File: src/rtl/jtag_pkg.sv
// Shared JTAG TAP definitions: state encoding, state type and the BYPASS opcode helper.
package jtag_pkg;

    typedef enum logic [3:0] {
        ST_RTI     = 4'h0,
        ST_SEL_DR  = 4'h1,
        ST_CAP_DR  = 4'h2,
        ST_SH_DR   = 4'h3,
        ST_EX1_DR  = 4'h4,
        ST_PAUSE_DR = 4'h5,
        ST_EX2_DR  = 4'h6,
        ST_UPD_DR  = 4'h7,
        ST_SEL_IR  = 4'h8,
        ST_CAP_IR  = 4'h9,
        ST_SH_IR   = 4'hA,
        ST_EX1_IR  = 4'hB,
        ST_PAUSE_IR = 4'hC,
        ST_EX2_IR  = 4'hD,
        ST_UPD_IR  = 4'hE,
        ST_TLR     = 4'hF
    } tap_state_t;

    // All-ones opcode of the given IR width; callers truncate to their width.
    function automatic logic [31:0] bypass_op(input int unsigned width);
        bypass_op = (32'h0000_0001 << width) - 32'h0000_0001;
    endfunction

endpackage

File: src/rtl/jtag_tap_fsm.sv
// IEEE 1149.1 sixteen-state TAP controller; TRST is synchronous and active-high.
module jtag_tap_fsm
    import jtag_pkg::*;
(
    input  logic       TCK,
    input  logic       TRST,
    input  logic       TMS,
    output tap_state_t STATE
);

    tap_state_t state_r;
    tap_state_t state_next_s;

    // Next-state decode of the TMS transition graph
    always_comb begin
        state_next_s = ST_TLR;
        case (state_r)
            ST_TLR:      state_next_s = TMS ? ST_TLR    : ST_RTI;
            ST_RTI:      state_next_s = TMS ? ST_SEL_DR : ST_RTI;
            ST_SEL_DR:   state_next_s = TMS ? ST_SEL_IR : ST_CAP_DR;
            ST_CAP_DR:   state_next_s = TMS ? ST_EX1_DR : ST_SH_DR;
            ST_SH_DR:    state_next_s = TMS ? ST_EX1_DR : ST_SH_DR;
            ST_EX1_DR:   state_next_s = TMS ? ST_UPD_DR : ST_PAUSE_DR;
            ST_PAUSE_DR: state_next_s = TMS ? ST_EX2_DR : ST_PAUSE_DR;
            ST_EX2_DR:   state_next_s = TMS ? ST_UPD_DR : ST_SH_DR;
            ST_UPD_DR:   state_next_s = TMS ? ST_SEL_DR : ST_RTI;
            ST_SEL_IR:   state_next_s = TMS ? ST_TLR    : ST_CAP_IR;
            ST_CAP_IR:   state_next_s = TMS ? ST_EX1_IR : ST_SH_IR;
            ST_SH_IR:    state_next_s = TMS ? ST_EX1_IR : ST_SH_IR;
            ST_EX1_IR:   state_next_s = TMS ? ST_UPD_IR : ST_PAUSE_IR;
            ST_PAUSE_IR: state_next_s = TMS ? ST_EX2_IR : ST_PAUSE_IR;
            ST_EX2_IR:   state_next_s = TMS ? ST_UPD_IR : ST_SH_IR;
            ST_UPD_IR:   state_next_s = TMS ? ST_SEL_DR : ST_RTI;
            default:     state_next_s = ST_TLR;
        endcase
    end

    // State register; TRST overrides TMS
    always_ff @(posedge TCK) begin
        if (TRST) begin
            state_r <= ST_TLR;
        end else begin
            state_r <= state_next_s;
        end
    end

    assign STATE = state_r;

endmodule

File: src/rtl/jtag_tap.sv
// JTAG TAP with IR, BYPASS, optional IDCODE (macro JTAG_IDCODE_EN) and TDO mux over NUM_DR user chains.
module jtag_tap
    import jtag_pkg::*;
#(
    parameter int unsigned IR_WIDTH   = 4,
    parameter int unsigned NUM_DR     = 2,
    parameter int unsigned USER_BASE  = 4,
    parameter int unsigned IDCODE_OP  = 1,
    parameter logic [31:0] IDCODE_VAL = 32'h1000_0ABD
) (
    input  logic                TCK,
    input  logic                TRST,
    input  logic                TMS,
    input  logic                TDI,
    output logic                TDO,
    output logic                TDO_EN,
    output logic [3:0]          STATE,
    output logic [IR_WIDTH-1:0] IR_OUT,
    output logic [NUM_DR-1:0]   DR_SEL,
    output logic                CAPTURE_DR,
    output logic                SHIFT_DR,
    output logic                UPDATE_DR,
    input  logic [NUM_DR-1:0]   DR_TDO,
    output logic                RTI
);

    localparam logic [IR_WIDTH-1:0] BYPASS_OP  = IR_WIDTH'(bypass_op(IR_WIDTH));
    localparam logic [IR_WIDTH-1:0] IR_CAPTURE = IR_WIDTH'(2'b01);
`ifdef JTAG_IDCODE_EN
    localparam logic [IR_WIDTH-1:0] IDCODE_CODE = IR_WIDTH'(IDCODE_OP);
    localparam logic [IR_WIDTH-1:0] RESET_OP    = IDCODE_CODE;
`else
    localparam logic [IR_WIDTH-1:0] RESET_OP    = BYPASS_OP;
`endif

    if ((IR_WIDTH < 32'd2) || (NUM_DR < 32'd1) ||
        (NUM_DR > ((32'd1 << IR_WIDTH) - 32'd2)) ||
        (IDCODE_OP >= (32'd1 << IR_WIDTH)) || (IDCODE_VAL[0] != 1'b1)) begin : g_param_err
        $error("jtag_tap: illegal parameter set");
    end

    tap_state_t          state_s;
    logic [IR_WIDTH-1:0] ir_shift_r;
    logic [IR_WIDTH-1:0] ir_r;
    logic [IR_WIDTH-1:0] ir_next_s;
    logic [NUM_DR-1:0]   dr_sel_r;
    logic                bypass_r;
    logic                user_sel_s;
    logic                idcode_sel_s;
    logic                idcode_tdo_s;

    // One-hot user chain decode; undecoded opcodes give all-zero (BYPASS)
    function automatic logic [NUM_DR-1:0] user_decode(input logic [IR_WIDTH-1:0] op);
        user_decode = {NUM_DR{1'b0}};
        for (int k = 0; k < NUM_DR; k++) begin
            user_decode[k] = (op == IR_WIDTH'(USER_BASE + k));
        end
    endfunction

    jtag_tap_fsm u_fsm (
        .TCK   (TCK),
        .TRST  (TRST),
        .TMS   (TMS),
        .STATE (state_s)
    );

    // Active-instruction next value: reset instruction in TLR, shift register in UpdIR
    always_comb begin
        ir_next_s = ir_r;
        if (state_s == ST_TLR) begin
            ir_next_s = RESET_OP;
        end else if (state_s == ST_UPD_IR) begin
            ir_next_s = ir_shift_r;
        end else begin
            ir_next_s = ir_r;
        end
    end

    // IR shift register, active instruction and its registered chain select
    always_ff @(posedge TCK) begin
        if (TRST) begin
            ir_shift_r <= {IR_WIDTH{1'b0}};
            ir_r       <= RESET_OP;
            dr_sel_r   <= user_decode(RESET_OP);
        end else begin
            ir_r     <= ir_next_s;
            dr_sel_r <= user_decode(ir_next_s);
            if (state_s == ST_CAP_IR) begin
                ir_shift_r <= IR_CAPTURE;
            end else if (state_s == ST_SH_IR) begin
                ir_shift_r <= {TDI, ir_shift_r[IR_WIDTH-1:1]};
            end
        end
    end

    // BYPASS bit: cleared on capture, follows TDI while shifting
    always_ff @(posedge TCK) begin
        if (TRST) begin
            bypass_r <= 1'b0;
        end else if (state_s == ST_CAP_DR) begin
            bypass_r <= 1'b0;
        end else if (state_s == ST_SH_DR) begin
            bypass_r <= TDI;
        end
    end

`ifdef JTAG_IDCODE_EN
    logic [31:0] idcode_r;

    // IDCODE register: loads the device ID on capture, shifts right from TDI
    always_ff @(posedge TCK) begin
        if (TRST) begin
            idcode_r <= 32'h0000_0000;
        end else if (state_s == ST_CAP_DR) begin
            idcode_r <= IDCODE_VAL;
        end else if (state_s == ST_SH_DR) begin
            idcode_r <= {TDI, idcode_r[31:1]};
        end
    end

    assign idcode_sel_s = (ir_r == IDCODE_CODE);
    assign idcode_tdo_s = idcode_r[0];
`else
    assign idcode_sel_s = 1'b0;
    assign idcode_tdo_s = 1'b0;
`endif

    assign user_sel_s = |dr_sel_r;

    // TDO mux: IR LSB in ShIR, selected data register in ShDR, quiet elsewhere
    always_comb begin
        TDO    = 1'b0;
        TDO_EN = 1'b0;
        case (state_s)
            ST_SH_IR: begin
                TDO    = ir_shift_r[0];
                TDO_EN = 1'b1;
            end
            ST_SH_DR: begin
                TDO_EN = 1'b1;
                if (user_sel_s) begin
                    TDO = |(DR_TDO & dr_sel_r);
                end else if (idcode_sel_s) begin
                    TDO = idcode_tdo_s;
                end else begin
                    TDO = bypass_r;
                end
            end
            default: begin
                TDO    = 1'b0;
                TDO_EN = 1'b0;
            end
        endcase
    end

    assign CAPTURE_DR = user_sel_s && (state_s == ST_CAP_DR);
    assign SHIFT_DR   = user_sel_s && (state_s == ST_SH_DR);
    assign UPDATE_DR  = user_sel_s && (state_s == ST_UPD_DR);
    assign RTI        = (state_s == ST_RTI);
    assign STATE      = state_s;
    assign IR_OUT     = ir_r;
    assign DR_SEL     = dr_sel_r;

endmodule

File: config.mk
export PLATFORM = sky130hd
export DESIGN_NAME = jtag_tap
export DESIGN_NICKNAME = d
export VERILOG_FILES = /design/src/rtl/jtag_pkg.sv /design/src/rtl/jtag_tap_fsm.sv /design/src/rtl/jtag_tap.sv
export SDC_FILE = /design/constraint.sdc
export NUM_CORES = 1
export LEC_CHECK = 0
export BUFFER_PORTS_ARGS = -buffer_cell sky130_fd_sc_hd__buf_2
export CORE_UTILIZATION = 45
export CTS_CLUSTER_DIAMETER = 30
export DETAILED_ROUTE_END_ITERATION = 7
export PLACE_DENSITY = 0.69
export SKIP_LAST_GASP = 1
export SLEW_MARGIN = 20
export SYNTH_ARGS = -nofsm -noshare
export SYNTH_HDL_FRONTEND = slang
export SYNTH_SLANG_ARGS = --single-unit
export TNS_END_PERCENT = 1
File: constraint.sdc
create_clock -name TCK -period 1.2 [get_ports TCK]
set_input_delay 0.12 -clock TCK [delete_from_list [all_inputs] [get_ports TCK]]
set_output_delay 0.12 -clock TCK [all_outputs]
set_load 0.02 [all_outputs]
# Word-level counts from Yosys, hierarchy flattened
# Cells that the tools add are included.
totals:
  out_inout_bits: 16
  in_bits: 6
  regBits: 15
  elab_cells: 57
op_classes:
  bitwise: 1
  n_mux: 20
  eq_ne: 17
  reduce_logical: 13
op_table:
  columns: ["operator", "n"]
  rows:
  - ["4-bit one-hot mux with 12 select lines", 1]
  - ["4-bit == test, second input constant", 8]
  - ["4-bit by 3-bit == test with 1-bit output, second input constant", 6]
  - ["4-bit 2-to-1 mux", 4]
  - ["2-bit OR reduction", 7]
  - ["3-bit 2-to-1 mux", 4]
  - ["4-bit by 2-bit == test with 1-bit output, second input constant", 2]
  - ["1-bit 2-to-1 mux", 7]
  - ["2-bit 2-to-1 mux", 3]
  - ["4-bit by 1-bit == test with 1-bit output, second input constant", 1]
  - ["4-bit logical NOT", 1]
  - ["1-bit logical AND", 3]
  - ["3-bit OR reduction", 1]
  - ["2-bit bitwise AND", 1]
  - ["1-bit one-hot mux with 2 select lines", 1]
  - ["2-bit nonzero test", 1]

# Longest topological paths before layout
# Gate-level depths: netlist of the first run.
logic_depth:
  depth_word: 4
  depth_mapped: 5
  ltp_nobuf: 3

# By module
# From an unflattened synthesis of the first run, not the netlist that was laid out.
hier_totals:
  hier_cells: 119
  area_unflattened_um2: 949.7
modules_own_cells:
  columns: ["mod", "seq_area_each_um2", "area_each_um2", "cells_per_inst", "n_inst"]
  rows:
  - ["jtag_tap", 220.2, 619.3, 76, 1]
  - ["jtag_tap_fsm", 80.1, 330.3, 43, 1]

# Worst setup path after synthesis of the first run
# Ideal clock, no wire load.
synth_timing:
  path_type: "register to output"
  start: "register u_fsm.state_r[0] (netlist: u_fsm.STATE[0])"
  end: "output CAPTURE_DR"
  setup_slack_ns: -0.499
  n_path_buf: 3
  arrival_time_ns: 1.579
  required_time_ns: 1.080
  stages_incl_launch_ff: 5
  path_cell_list: "dfxtp_1 -> buf_4 -> buf_2 -> buf_2 -> nor4_1"
synth_between:
  elab_chain_cells: 2
synth_lines:
  columns: ["item", "line", "text"]
  rows:
  - ["start, declared", "jtag_tap_fsm.sv:11", "tap_state_t state_r;"]
  - ["start signal, assigned", "jtag_tap_fsm.sv:43", "state_r <= state_next_s;"]
  - ["4-bit by 2-bit == test with 1-bit output", "jtag_tap.sv:156", "assign CAPTURE_DR = user_sel_s && (state_s == ST_CAP_DR);"]
  - ["1-bit logical AND", "jtag_tap.sv:156", null]
  - ["end, declared", "jtag_tap.sv:20", "output logic CAPTURE_DR,"]
# No other way between the ends.

# Final worst setup path of the first run
layout_timing:
  start: "register dr_sel_r[0] (netlist: DR_SEL[0])"
  end: "output TDO"
layout_between:
  elab_chain_cells: 4
  elab_cells_between_ends: 5
  classes_between: "mux: 2; bitwise: 1; reduce/logical: 2"
layout_lines:
  columns: ["item", "line", "text"]
  rows:
  - ["start, declared", "jtag_tap.sv:46", "logic [NUM_DR-1:0] dr_sel_r;"]
  - ["start signal, assigned", "jtag_tap.sv:84", "dr_sel_r <= user_decode(RESET_OP);"]
  - ["start signal, assigned", "jtag_tap.sv:87", "dr_sel_r <= user_decode(ir_next_s);"]
  - ["2-bit bitwise AND", "jtag_tap.sv:142", "TDO = |(DR_TDO & dr_sel_r);"]
  - ["2-bit OR reduction", "jtag_tap.sv:142", null]
  - ["1-bit 2-to-1 mux (*)", "jtag_tap.sv:141", "if (user_sel_s) begin"]
  - ["1-bit one-hot mux with 2 select lines (*)", "jtag_tap.sv:134", "case (state_s)"]
  - ["end, declared", "jtag_tap.sv:15", "output logic TDO,"]
# Mark *: on every way between the ends. The rest lies on a longest branch, timed or not.

==> results of run 1 <==
through the flow:
step / utilization, % / TNS [ns] / hold slack [ns]
CTS: 69.8 / -1.46 / 0.137
floorplan: - / -0.802 / 0.294
global route: 70.5 / -2.86 / 0.162
detailed placement: 65.6 / -0.186 / 0.439
finish: 70.5 / -1.62 / 0.143
global placement: 65.6 / -0.0547 / 0.413
flip-flops by register name, summed over array words and instances (netlist names):
signal and count:
IR_OUT 4, ir_shift_r 4, u_fsm.STATE 4, DR_SEL 2, bypass_r 1
worst max-delay path, stage by stage (launching register included):
cell,delay [ns]
dfxtp_2,0.34
a22o_1,0.20
o211ai_1,0.24
a21oi_4,0.08
buf_6,0.14
worst paths after layout:
path                                     start        end  slack, ns  depth (start not counted)
worst max-delay path                 DR_SEL[0]        TDO      -0.20                          4
worst min-delay path                      TRST   bypass_r       0.14                          2
worst max register to register  u_fsm.STATE[0]  DR_SEL[0]      -0.14                          4
worst min register to register        bypass_r   bypass_r       0.49                          2
cell type report:
type / count / share of cell area, %
clock inverters: 1 / 0.394
clock buffers: 3 / 1.77
well taps: 25 / 2.46
inverters: 8 / 2.36
flip-flops and latches: 15 / 25.0
repair buffers: 43 / 22.5
multi-input cells: 75 / 45.5
routing by layer:
metal	part of all wire, %	vias to the layer above
li1	-	480
met1	46	447
met2	46	50
met3	6.2	6
met4	1.4	0
met5	0	-
cell families after synthesis:
group / count (synthesis) / synth area share [%]
XOR/XNOR: 1 / 0.971
adder cells (fa/ha/maj): 1 / 1.11
AND/OR/NAND/NOR: 36 / 21.9
AO/OA/AOI/OAI: 36 / 29.5
flip-flops: 15 / 33.3
buffers and inverters: 20 / 12.1
multiplexers: 1 / 1.11
what timing repair did:
item                                    in CTS  in global routing
buffers inserted                             3                  1
resized for setup                           10                  2
endpoints found under the setup margin      15                 18
pin swaps                                    2                  0
where the power goes:
group          total (mW)  leakage, nW  switching, mW  internal (mW)
clock               0.293       0.0177          0.169          0.124
combinational        1.74        0.397          0.967          0.778
sequential          0.795        0.125          0.138          0.657
placed cells by master, fill, tap and decap left out, drive strengths merged, types with 2 or more instances in the layout:
master,synthesis,routed
buf,11,42
dfxtp,15,15
inv,8,8
nor2,6,6
o21ai,5,5
nand2,5,5
a21oi,5,5
nor3b,5,5
nor3,5,5
a22oi,4,4
nand2b,4,4
clkbuf,1,4
nor4,3,3
nand3,3,3
o32ai,3,3
a31oi,3,3
o211ai,2,2
a21boi,2,2
a21o,2,2
nor2b,2,2
a221o,2,2
==> results, run 1 <==
- The pre-CTS setup slack is -0.0653 ns.
- For met2 alone, demand over resource in global routing was between 30% and 40%.
- The launching element type of the critical path is a flip-flop.
- The initial cell density of the core is 50.1%.
- For the worst-skew pair, the clock arrives at the later sink with an insertion delay of around 0.28 ns.
- The clock root buffer is clkbuf_4.
- The share of the synthesized area in the top cell type is 33.3%.
- The sequential cells in the finished layout cover a total of 318 µm².
- The initial antenna violation count is 0.
- The worst clock skew is between 0.008 and 0.009 ns.
- The peak clock frequency supported by timing is 714 MHz.
- The detail route stage leaves a number of antenna-violating nets equal to 0.
- The via count of the first global-routing pass came to between 800 and 900.
- The final critical delay including setup and external delays is 1.40 ns.
- Excluding fillers, the count of instances in the completed layout stands at 170.
- The number of remaining DRC errors is 0.
- The x dimension of the die is 46.8 µm.
- After clock tree synthesis, the clock-pin slew on the worst setup and hold paths is 0.09 ns.
- The summed instance area of the synthesized netlist is 902 µm².
- Across every metal layer, demand over resource in global routing totals 22.6%.
- The proportion of layout cells with a drive suffix above 1 is 43.4%.
- The half-perimeter wire length after detailed placement is 1610 µm.
- The number of hold-slack violations in the final timing report is 0.
- From synthesis to final layout, the design area changed by 40.8%.
- The setup path with the least slack is of type flip-flop to output pin.
- The number of distinct standard cells referenced by the synthesized netlist is 37.
- The iteration count of the initial detailed-routing pass is 4.
- The share of flip-flops with an asynchronous set or reset is 0%.
- Once placement completed, the tool counted placed cells totaling 162.
- After clock tree synthesis, the flow added hold-fix buffers numbering 0.
- TritonCTS built the clock tree.
- In this run, synthesis inferred 0 flip-flops with an integrated enable.
- The maximum clock insertion buffer count is 2.
- The floorplan has 15 rows.
- During synthesis, Yosys emitted a total of 0 warnings.
- In the post-synthesis netlist, the cell with the most instances is dfxtp_1.
- The count of buffers added on input and output ports is 21.
- The synthesized area per cell is approximately 8.2 µm².
- Setup repair after global routing could not meet its margin everywhere.
- The post-synthesis sequential element count is 15.
- The sort of element at the end of the critical path is an output pin.
- The number of vias per cell after detailed routing is 5.78.
- The synthesized instance count is 110.
- The flow ran to the end, but the final reports show violations.
- The detailed-route wire length per cell is 13.1 µm.
- The full die area is 0.00219 mm².
- The worst hold path belongs to the class input pin to flip-flop.
- The final routed wirelength across all metal layers is 2220 µm.
- The final reports fail on negative setup slack.
- The area of combinational cells with multiple inputs is 578 µm².
- After synthesis, the cell types taking the most area are dfxtp_1, nor3b_1, buf_2, a22oi_1, inv_1.
- For the pin with the worst max-slew slack, the measured transition is about 0.37 ns.
- The setup-violating endpoint count in the final report is 14.
- In this run the standard cell core region covers 0.00180 mm².
- The placed instance area is 0.00118 mm².
- In this run the vertical extent of the chip is 46.8 µm.
- The most common flop cell mapped by yosys is dfxtp_1.
- The top cell type by total area after synthesis is dfxtp_1.
- STA puts the critical path data required time at 1.08 ns.
- The TritonCTS buffer count is 3.
- The number of levels in the clock H-tree is 1.
- The highest fanout seen on the critical path is 4.
- 22 I/O pins were placed.
- The last weighted congestion value of the routability-driven placer is ~0.8.
- The number of clock sinks is 15.
- The repair_antennas step left the layout with diodes totalling 0.
- Counting instances in the post-synthesis netlist gives the leading cell types as dfxtp_1, inv_1, buf_2, nor2_1.
- The final layout contains 152 nets.
- The detailed router finished its first iteration with 31 violations.
- The maximum vdd ir drop is 1.40 mV.
- Summing the sequential cell areas from Yosys gives 33.3% of the chip area.
- The number of fill cells in the layout is ~160.
- The power density relative to cell area is 2230 mW/mm².
- The first-pass GRT wire length is roughly 3600 µm.
- The overall power is 2.83 mW.
- Summed over all cells, the static leakage comes to 0.540 nW.
- The final worst setup slack is -0.200 ns.
- The normalized max-slew margin is 75.5%.
- Counting every net in the synthesized netlist gives about 120.
- With fillers left out, the area of the finished cells amounts to 0.00127 mm².
- The largest net degree at the start of global routing is 14.
- The number of pins exceeding their max-slew limit in the final report is 0.
- The post-route fraction of the period consumed by the critical path is 117%.
- Global routing consumed, on the met3 layer, 2.31% of the routing resources.
- The total congestion overflow after global routing is 0.
- In the global route stage, met1 resource usage came out at 32.3%.
- The via count is 983.
- The max-cap check violation count is 0.
- The arrival time of the worst setup path is 1.28 ns.
- The busiest layer in global routing is met2.
Power figures use the tool's default switching activity.
==> inputs of run 2 (changes only) <==
PLACE_DENSITY = 0.66   (was 0.69)
clock period = 1.5 ns   (was 1.2 ns; I/O delays follow)
==> run 2 against run 1 <==
Effect of this change: the run now ends clean; largest cell class unchanged; non-clock buffer count is 12 lower; largest power group unchanged; die area did not move; routed wire length shrank 7.3%; sequential power down 17%; combinational power decreased by 36%; via count is 8.1% lower; final area shrank 13%; count of clock-buffer cells in the layout unchanged; register-to-register slack better by 0.29 ns; critical endpoint unchanged; sequential cell count stayed put; clock power decreased by 22%.
==> results, run 2 (synthesis results as in run 1) <==
- The run finished with clean final reports.
- The part of the power in the clock network is 11.4% (+1.1 points).
- The worst clock skew was 0.00411 ns (-0.00443 ns).
- The iteration count of the initial detailed-routing pass is 4 (unchanged).
- The count of port buffers added during placement is 21 (unchanged).
- Setup repair after global routing could not meet its margin everywhere.
- The setup-violating endpoint count in the final report is 0 (-14).
- The switching power of the nets was 0.904 mW (-29%).
- The number of fill cells in the layout is 174 (+9.4%).
- The end of the worst register-to-register path is u_fsm.STATE[0].
- The worst path in the final design needs a cycle of 1.50 ns, including I/O delays and setup.
- The initial cell density of the core is 50.1% (unchanged).
- The clock latency on the worst-skew pair is 0.28 ns (about the same).
- The min-delay analysis places its worst path in the category input pin to flip-flop.
- The initial antenna violation count is 0 (unchanged).
- The power density relative to cell area is 1820 mW/mm² (-18%).
- The largest net degree at the start of global routing came to 19 (+5).
- The first-pass GRT wire length was 3330 µm (-7.0%).
- The max-cap check violation count is 0 (unchanged).
- The maximum clock insertion buffer count is 2 (unchanged).
- The full die area was 0.00219 mm² (unchanged).
- The top cell types in the final layout, fill and taps aside, are buf_2, dfxtp_1, buf_4.
- The launching element type of the critical path is a flip-flop.
- The final antenna diode count came to 0 (unchanged).
- The number of nets in the final layout is 140 (-7.9%).
- The TritonCTS buffer count is 3 (unchanged).
- The startpoint identified for the worst hold timing path is TDI.
- The standard cell core area is 0.00180 mm² (unchanged).
- The total congestion overflow after global routing is 0 (unchanged).
- The instance count along the most critical hold path is 3 (+1).
- The cell class contributing the biggest share of worst-path delay is flip-flops.
- Dividing the final minimum period by the clock period gives 100%.
- The required arrival time at the worst endpoint came to 1.35 ns (+0.27 ns).
- The number of hold-slack violations in the final timing report is 0 (unchanged).
- The switching power share of the total is 45.1% (+0.16 points).
- The post-layout utilization of the core is 61.0% (-9.4 points).
- The number of remaining DRC errors is 0 (unchanged).
- The x dimension of the die is 46.8 µm (unchanged).
- In this run the critical register-to-register path is launched from u_fsm.STATE[2].
- The register clock-pin slew on the reported worst setup and hold paths is 0.09 ns (about the same).
- The fraction of power consumed by combinational cells is 55.6% (-6.0 points).
- The proportion of layout cells with a drive suffix above 1 was 32.3% (-11 points).
- The worst hold path endpoint is ir_shift_r[3].
- The peak per-stage delay on the critical path is 0.46 ns (+0.12 ns).
- The worst setup path is of the flip-flop to output pin kind.
- The post-route antenna net violation count came to 0 (unchanged).
- The area of combinational cells with multiple inputs is 519 µm² (-10%).
- The root buffer cell chosen for the clock tree is clkbuf_4.
- The placed instance area was 0.00105 mm² (-11%).
- The via count of the first global-routing pass is 729 (-13%).
- The sequential share of power is 32.9% (+4.8 points).
- The library cell used most frequently in the layout, excluding fill and tap cells, is buf_2.
- The transition at the pin with the smallest max-transition slack is 0.325 ns (-0.0419 ns).
- The via count is 903 (-8.1%).
- The count of buffering cells on the critical path with inverters included is 2 (+1).
- Derived from the worst setup path, the maximum achievable clock frequency is about 670 MHz.
- The cell at the slowest stage of the critical path is dfxtp_2.
- The final routed wirelength across all metal layers is 2060 µm (-7.3%).
- The number of pins exceeding their max-slew limit in the final report came to 0 (unchanged).
- The total of cells resized after clock tree synthesis is 5 (-5).
- The flip-flop and latch area is 308 µm² (-3.1%).
- The die height is 46.8 µm (unchanged).
- The top-level I/O count is 22 (unchanged).
- The number of levels in the clock H-tree is 1 (unchanged).
- The last weighted congestion value of the routability-driven placer is 0.812 (+4.2%).
- The arrival time of the worst setup path is 1.35 ns (+0.07 ns).
- The setup TNS after final layout is 0 ns (+1.62 ns).
- The final instance area is 0.00110 mm² (-13%).
- The TritonCTS clock tree is yes.
- The number of DRC markers in iteration 0 is 25 (-19%).
- The depth of the most critical reg-to-reg path is 4 (unchanged).
- The global routing usage summed across all routing layers came to 21.3% (-1.3 points).
- The half-perimeter wire length after detailed placement came to 1540 µm (-4.3%).
- The normalized max-slew margin is 78.3% (+2.8 points).
- Walking the worst path, the cells encountered are buf_4 > nand3_1 > a21oi_1 > buf_2.
- The number of buffers inserted by hold repair at cts is 0 (unchanged).
- The detailed-route wire length per cell is 13.0 µm (-0.21%).
- The minimum setup slack among reg-to-reg paths was 0.15 ns (+0.29 ns).
- The placement row count came to 15 (unchanged).
- The number of vias per cell after detailed routing is 5.72 (-1.2%).
- The internal power is 1.10 mW (-30%).
- The total leakage power was 0.455 nW (-16%).
- The maximum vdd ir drop is 0.800 mV (-43%).
- Compared with the post-synthesis result, the final layout area differs by 21.9%.
- The sort of element at the end of the critical path is an output pin.
- The post-CTS setup buffer count is 0 (-3).
- The number of clock sinks is 15 (unchanged).
- The highest fanout seen on the critical path is 12 (+8).
[run 2: how the worst max path moves through the flow]
| stage | from | end | slack (ns) | depth (start not counted) |
|---|---|---|---|---|
| after global placement | u_fsm.STATE[2] | u_fsm.STATE[0] | 0.13 | 4 |
| after detailed placement | u_fsm.STATE[2] | u_fsm.STATE[0] | 0.12 | 4 |
| after CTS | u_fsm.STATE[0] | SHIFT_DR | -0.01 | 3 |
| after floorplan | u_fsm.STATE[0] | UPDATE_DR | -0.19 | 5 |
| final | u_fsm.STATE[3] | TDO | 0.00007 | 4 |
| after global routing | u_fsm.STATE[3] | TDO | -0.06 | 4 |
[run 2: power by group through the flow]
stage                     registers [mW]  clock network [mW]  logic (mW)
after detailed placement           0.643                   0        1.08
after floorplan                    0.678                   0       0.776
after global placement             0.638                   0        1.07
final                              0.660               0.229        1.11
after CTS                          0.647               0.242        1.11
after global routing               0.683               0.252        1.23
[run 2: worst register-to-register path: stages (launching register included)]
cell and delay [ns]:
dfxtp_2 0.37, buf_4 0.18, nor2b_1 0.15, a221o_1 0.29, a221o_1 0.25
[run 2: metrics by stage]
step / power, mW / cells / setup WS (ns) / hold WS [ns]
2_1_floorplan: 1.45 / 110 / -0.187 / 0.324
3_3_place_gp: 1.70 / 154 / 0.128 / 0.444
3_5_place_dp: 1.73 / 154 / 0.123 / 0.470
4_1_cts: 1.99 / 158 / -0.0129 / 0.171
5_1_grt: 2.16 / 158 / -0.0611 / 0.190
6_report: 2.00 / 158 / 0.0000701 / 0.168
[run 2: final cells by class]
class / instances / share of cell area [%]
Multi-Input combinational cell: 75 / 47.2
Sequential cell: 15 / 28.0
Timing Repair Buffer: 31 / 16.7
Tap cell: 25 / 2.84
Inverter: 8 / 2.73
Clock buffer: 3 / 2.05
Clock inverter: 1 / 0.455
[run 2: routing by layer]
metal  share of wire, %  up-vias  track usage [%]  wire length, µm
met1                 48      419             30.1              991
met2                 46       26             33.1              945
met4               0.92        0             6.86               19
li1                   -      454                -                -
met3                4.9        4             3.46              101
met5                  0        -                0                0
==> inputs of run 3 (changes only) <==
BUFFER_PORTS_ARGS = -buffer_cell sky130_fd_sc_hd__buf_4   (was -buffer_cell sky130_fd_sc_hd__buf_2)
MAX_ROUTING_LAYER = met4   (was unset)
SKIP_CTS_REPAIR_TIMING = 1   (was unset)
==> run 3 against run 2 <==
Effect of this change: setup slack better by 0.027 ns; non-clock buffer count up 2; routed wire length up 5.5%; sequential cell count unchanged; die area unchanged; clock skew up 0.0053 ns; clock power about the same; sequential power about the same; utilization up 3.5 points; global-route usage up 1.1 points; count of clock-buffer cells in the layout up 1; hold slack worse by 0.059 ns.
==> results, run 3 (synthesis results as in run 1) <==
- The clock latency on the worst-skew pair is 0.28 ns (about the same).
- The final critical delay including setup and external delays was 1.47 ns (-0.0267 ns).
- The power density relative to cell area is 1810 mW/mm² (-0.45%).
- The clock root buffer is clkbuf_4.
- The post-layout utilization of the core is 64.6% (+3.5 points).
- The maximum clock insertion buffer count is 2 (unchanged).
- The via count was 891 (-1.3%).
- The normalized max-slew margin was 77.1% (-1.2 points).
- The number of hold-slack violations in the final timing report is 0 (unchanged).
- The number of nets in the final layout is 142 (+1.4%).
- The worst hold path begins at TRST.
- The peak clock frequency supported by timing was 679 MHz (+1.8%).
- The worst clock skew is 0.00941 ns (+0.00530 ns).
- The post-route fraction of the period consumed by the critical path was 98.2% (-1.8 points).
- The full die area is 0.00219 mm² (unchanged).
- The half-perimeter wire length after detailed placement is 1580 µm (+2.8%).
- The initial cell density of the core is 50.1% (unchanged).
- The class of the worst hold path is input pin to flip-flop.
- The maximum vdd ir drop is 1.16 mV (+46%).
- The worst setup path is of the flip-flop to output pin kind.
- The top-level I/O count is 22 (unchanged).
- The arrival time of the worst setup path is 1.32 ns (-0.03 ns).
- The sort of element at the end of the critical path is an output pin.
- The first-pass GRT wire length is 3390 µm (+1.9%).
- The count of buffering cells on the critical path with inverters included is 1 (-1).
- The critical path goes through nand2b_4 > nor4_1 > buf_4.
- The required arrival time at the worst endpoint is 1.35 ns (about the same).
- The iteration count of the initial detailed-routing pass is 4 (unchanged).
- The final routed wirelength across all metal layers is 2170 µm (+5.5%).
- The total congestion overflow after global routing is 0 (unchanged).
- The max-cap check violation count came to 0 (unchanged).
- The final antenna diode count came to 0 (unchanged).
- The largest net degree at the start of global routing came to 20 (+1).
- The register clock-pin slew on the reported worst setup and hold paths is 0.09 ns (about the same).
- The total leakage power is 0.479 nW (+5.2%).
- The die height is 46.8 µm (unchanged).
- The number of fill cells in the layout is 168 (-3.4%).
- The post-route antenna net violation count came to 0 (unchanged).
- The number of pins exceeding their max-slew limit in the final report came to 0 (unchanged).
- TritonCTS built the clock tree.
- The proportion of layout cells with a drive suffix above 1 is 31.9% (-0.48 points).
- The last weighted congestion value of the routability-driven placer is 0.818 (+0.71%).
- The x dimension of the die is 46.8 µm (unchanged).
- The number of clock sinks is 15 (unchanged).
- The setup-violating endpoint count in the final report is 0 (unchanged).
- The number of DRC markers in iteration 0 is 17 (-32%).
- The global routing usage summed across all routing layers is 22.4% (+1.1 points).
- The number of remaining DRC errors is 0 (unchanged).
- The initial antenna violation count is 0 (unchanged).
- The highest fanout seen on the critical path is 8 (-4).
- The worst setup path startpoint is u_fsm.STATE[2].
- The standard cell core area is 0.00180 mm² (unchanged).
- The number of vias per cell after detailed routing was 5.57 (-2.6%).
- Setup repair after global routing could not meet its margin everywhere.
- The peak per-stage delay on the critical path is 0.40 ns (-0.06 ns).
- The startpoint of the worst register-to-register path is u_fsm.STATE[2].
- The overall power is 2.11 mW (+5.3%).
- Leaving out fill and tap cells, the most frequent cells in the layout are buf_4, dfxtp_1, inv_1.
- The relative area change from synthesis to final layout is 29.0%.
- The slowest stage of the critical path belongs to the cell dfxtp_1.
- The detailed-route wire length per cell was 13.6 µm (+4.2%).
- The launching element type of the critical path is a flip-flop.
- The placement row count was 15 (unchanged).
- The setup TNS after final layout was 0 ns (unchanged).
- The via count of the first global-routing pass came to 745 (+2.2%).
- The count of port buffers added during placement is 21 (unchanged).
- The cell class contributing the biggest share of worst-path delay is simple AND/OR/NAND/NOR gates.
- The placed instance area is 0.00111 mm² (+6.5%).
- The flow ran to the end, and the final reports show no timing, DRC or antenna violations.
- The final instance area is 0.00116 mm² (+5.8%).
- The transition at the pin with the smallest max-transition slack is 0.340 ns (+0.0152 ns).
- The TritonCTS buffer count is 3 (unchanged).
- The most frequent standard cell in the layout excluding fill and tap cells is buf_4.
- The worst-case hold slack is 0.109 ns (-0.0594 ns).
- The number of levels in the clock H-tree was 1 (unchanged).
==> run 3: final timing paths <==
kind                                        to  slack (ns)  depth (start not counted)
worst max register to register  u_fsm.STATE[0]        0.08                          4
worst min-delay path                  bypass_r        0.11                          2
worst max-delay path                  SHIFT_DR        0.03                          3
worst min register to register        bypass_r        0.48                          2
==> run 3: stage by stage <==
step | cells | setup WS, ns
floorplan | 110 | -0.187
CTS | 160 | -0.143
detailed placement | 156 | 0.0884
global route | 160 | -0.0483
finish | 160 | 0.0268
global placement | 156 | 0.130
==> run 3: final cells by class <==
class	count	area, µm²	area share, %
inverters	8	30.0	2.58
clock buffers	4	26.3	2.26
flip-flops and latches	15	307	26.3
multi-input cells	75	518	44.5
well taps	25	31.3	2.69
repair buffers	33	251	21.6
==> run 3: per-layer routing <==
| metal | track usage (%) | vias to the layer above | routed length, µm |
|---|---|---|---|
| li1 | - | 462 | - |
| met1 | 31.8 | 407 | 1070 |
| met2 | 32.5 | 22 | 1010 |
| met3 | 6.92 | 0 | 84 |
| met4 | 1.71 | 0 | 0 |
| met5 | - | - | 0 |
==> run 3: power breakdown <==
part / switching [mW] / internal, mW
logic: 0.656 / 0.565
registers: 0.146 / 0.511
clock network: 0.127 / 0.103
==> run 3: worst reg2reg max path, cell delays in order (launching register included) <==
cell	delay (ns)
dfxtp_1	0.40
buf_4	0.20
nor2b_1	0.15
a221o_1	0.30
a221o_1	0.26
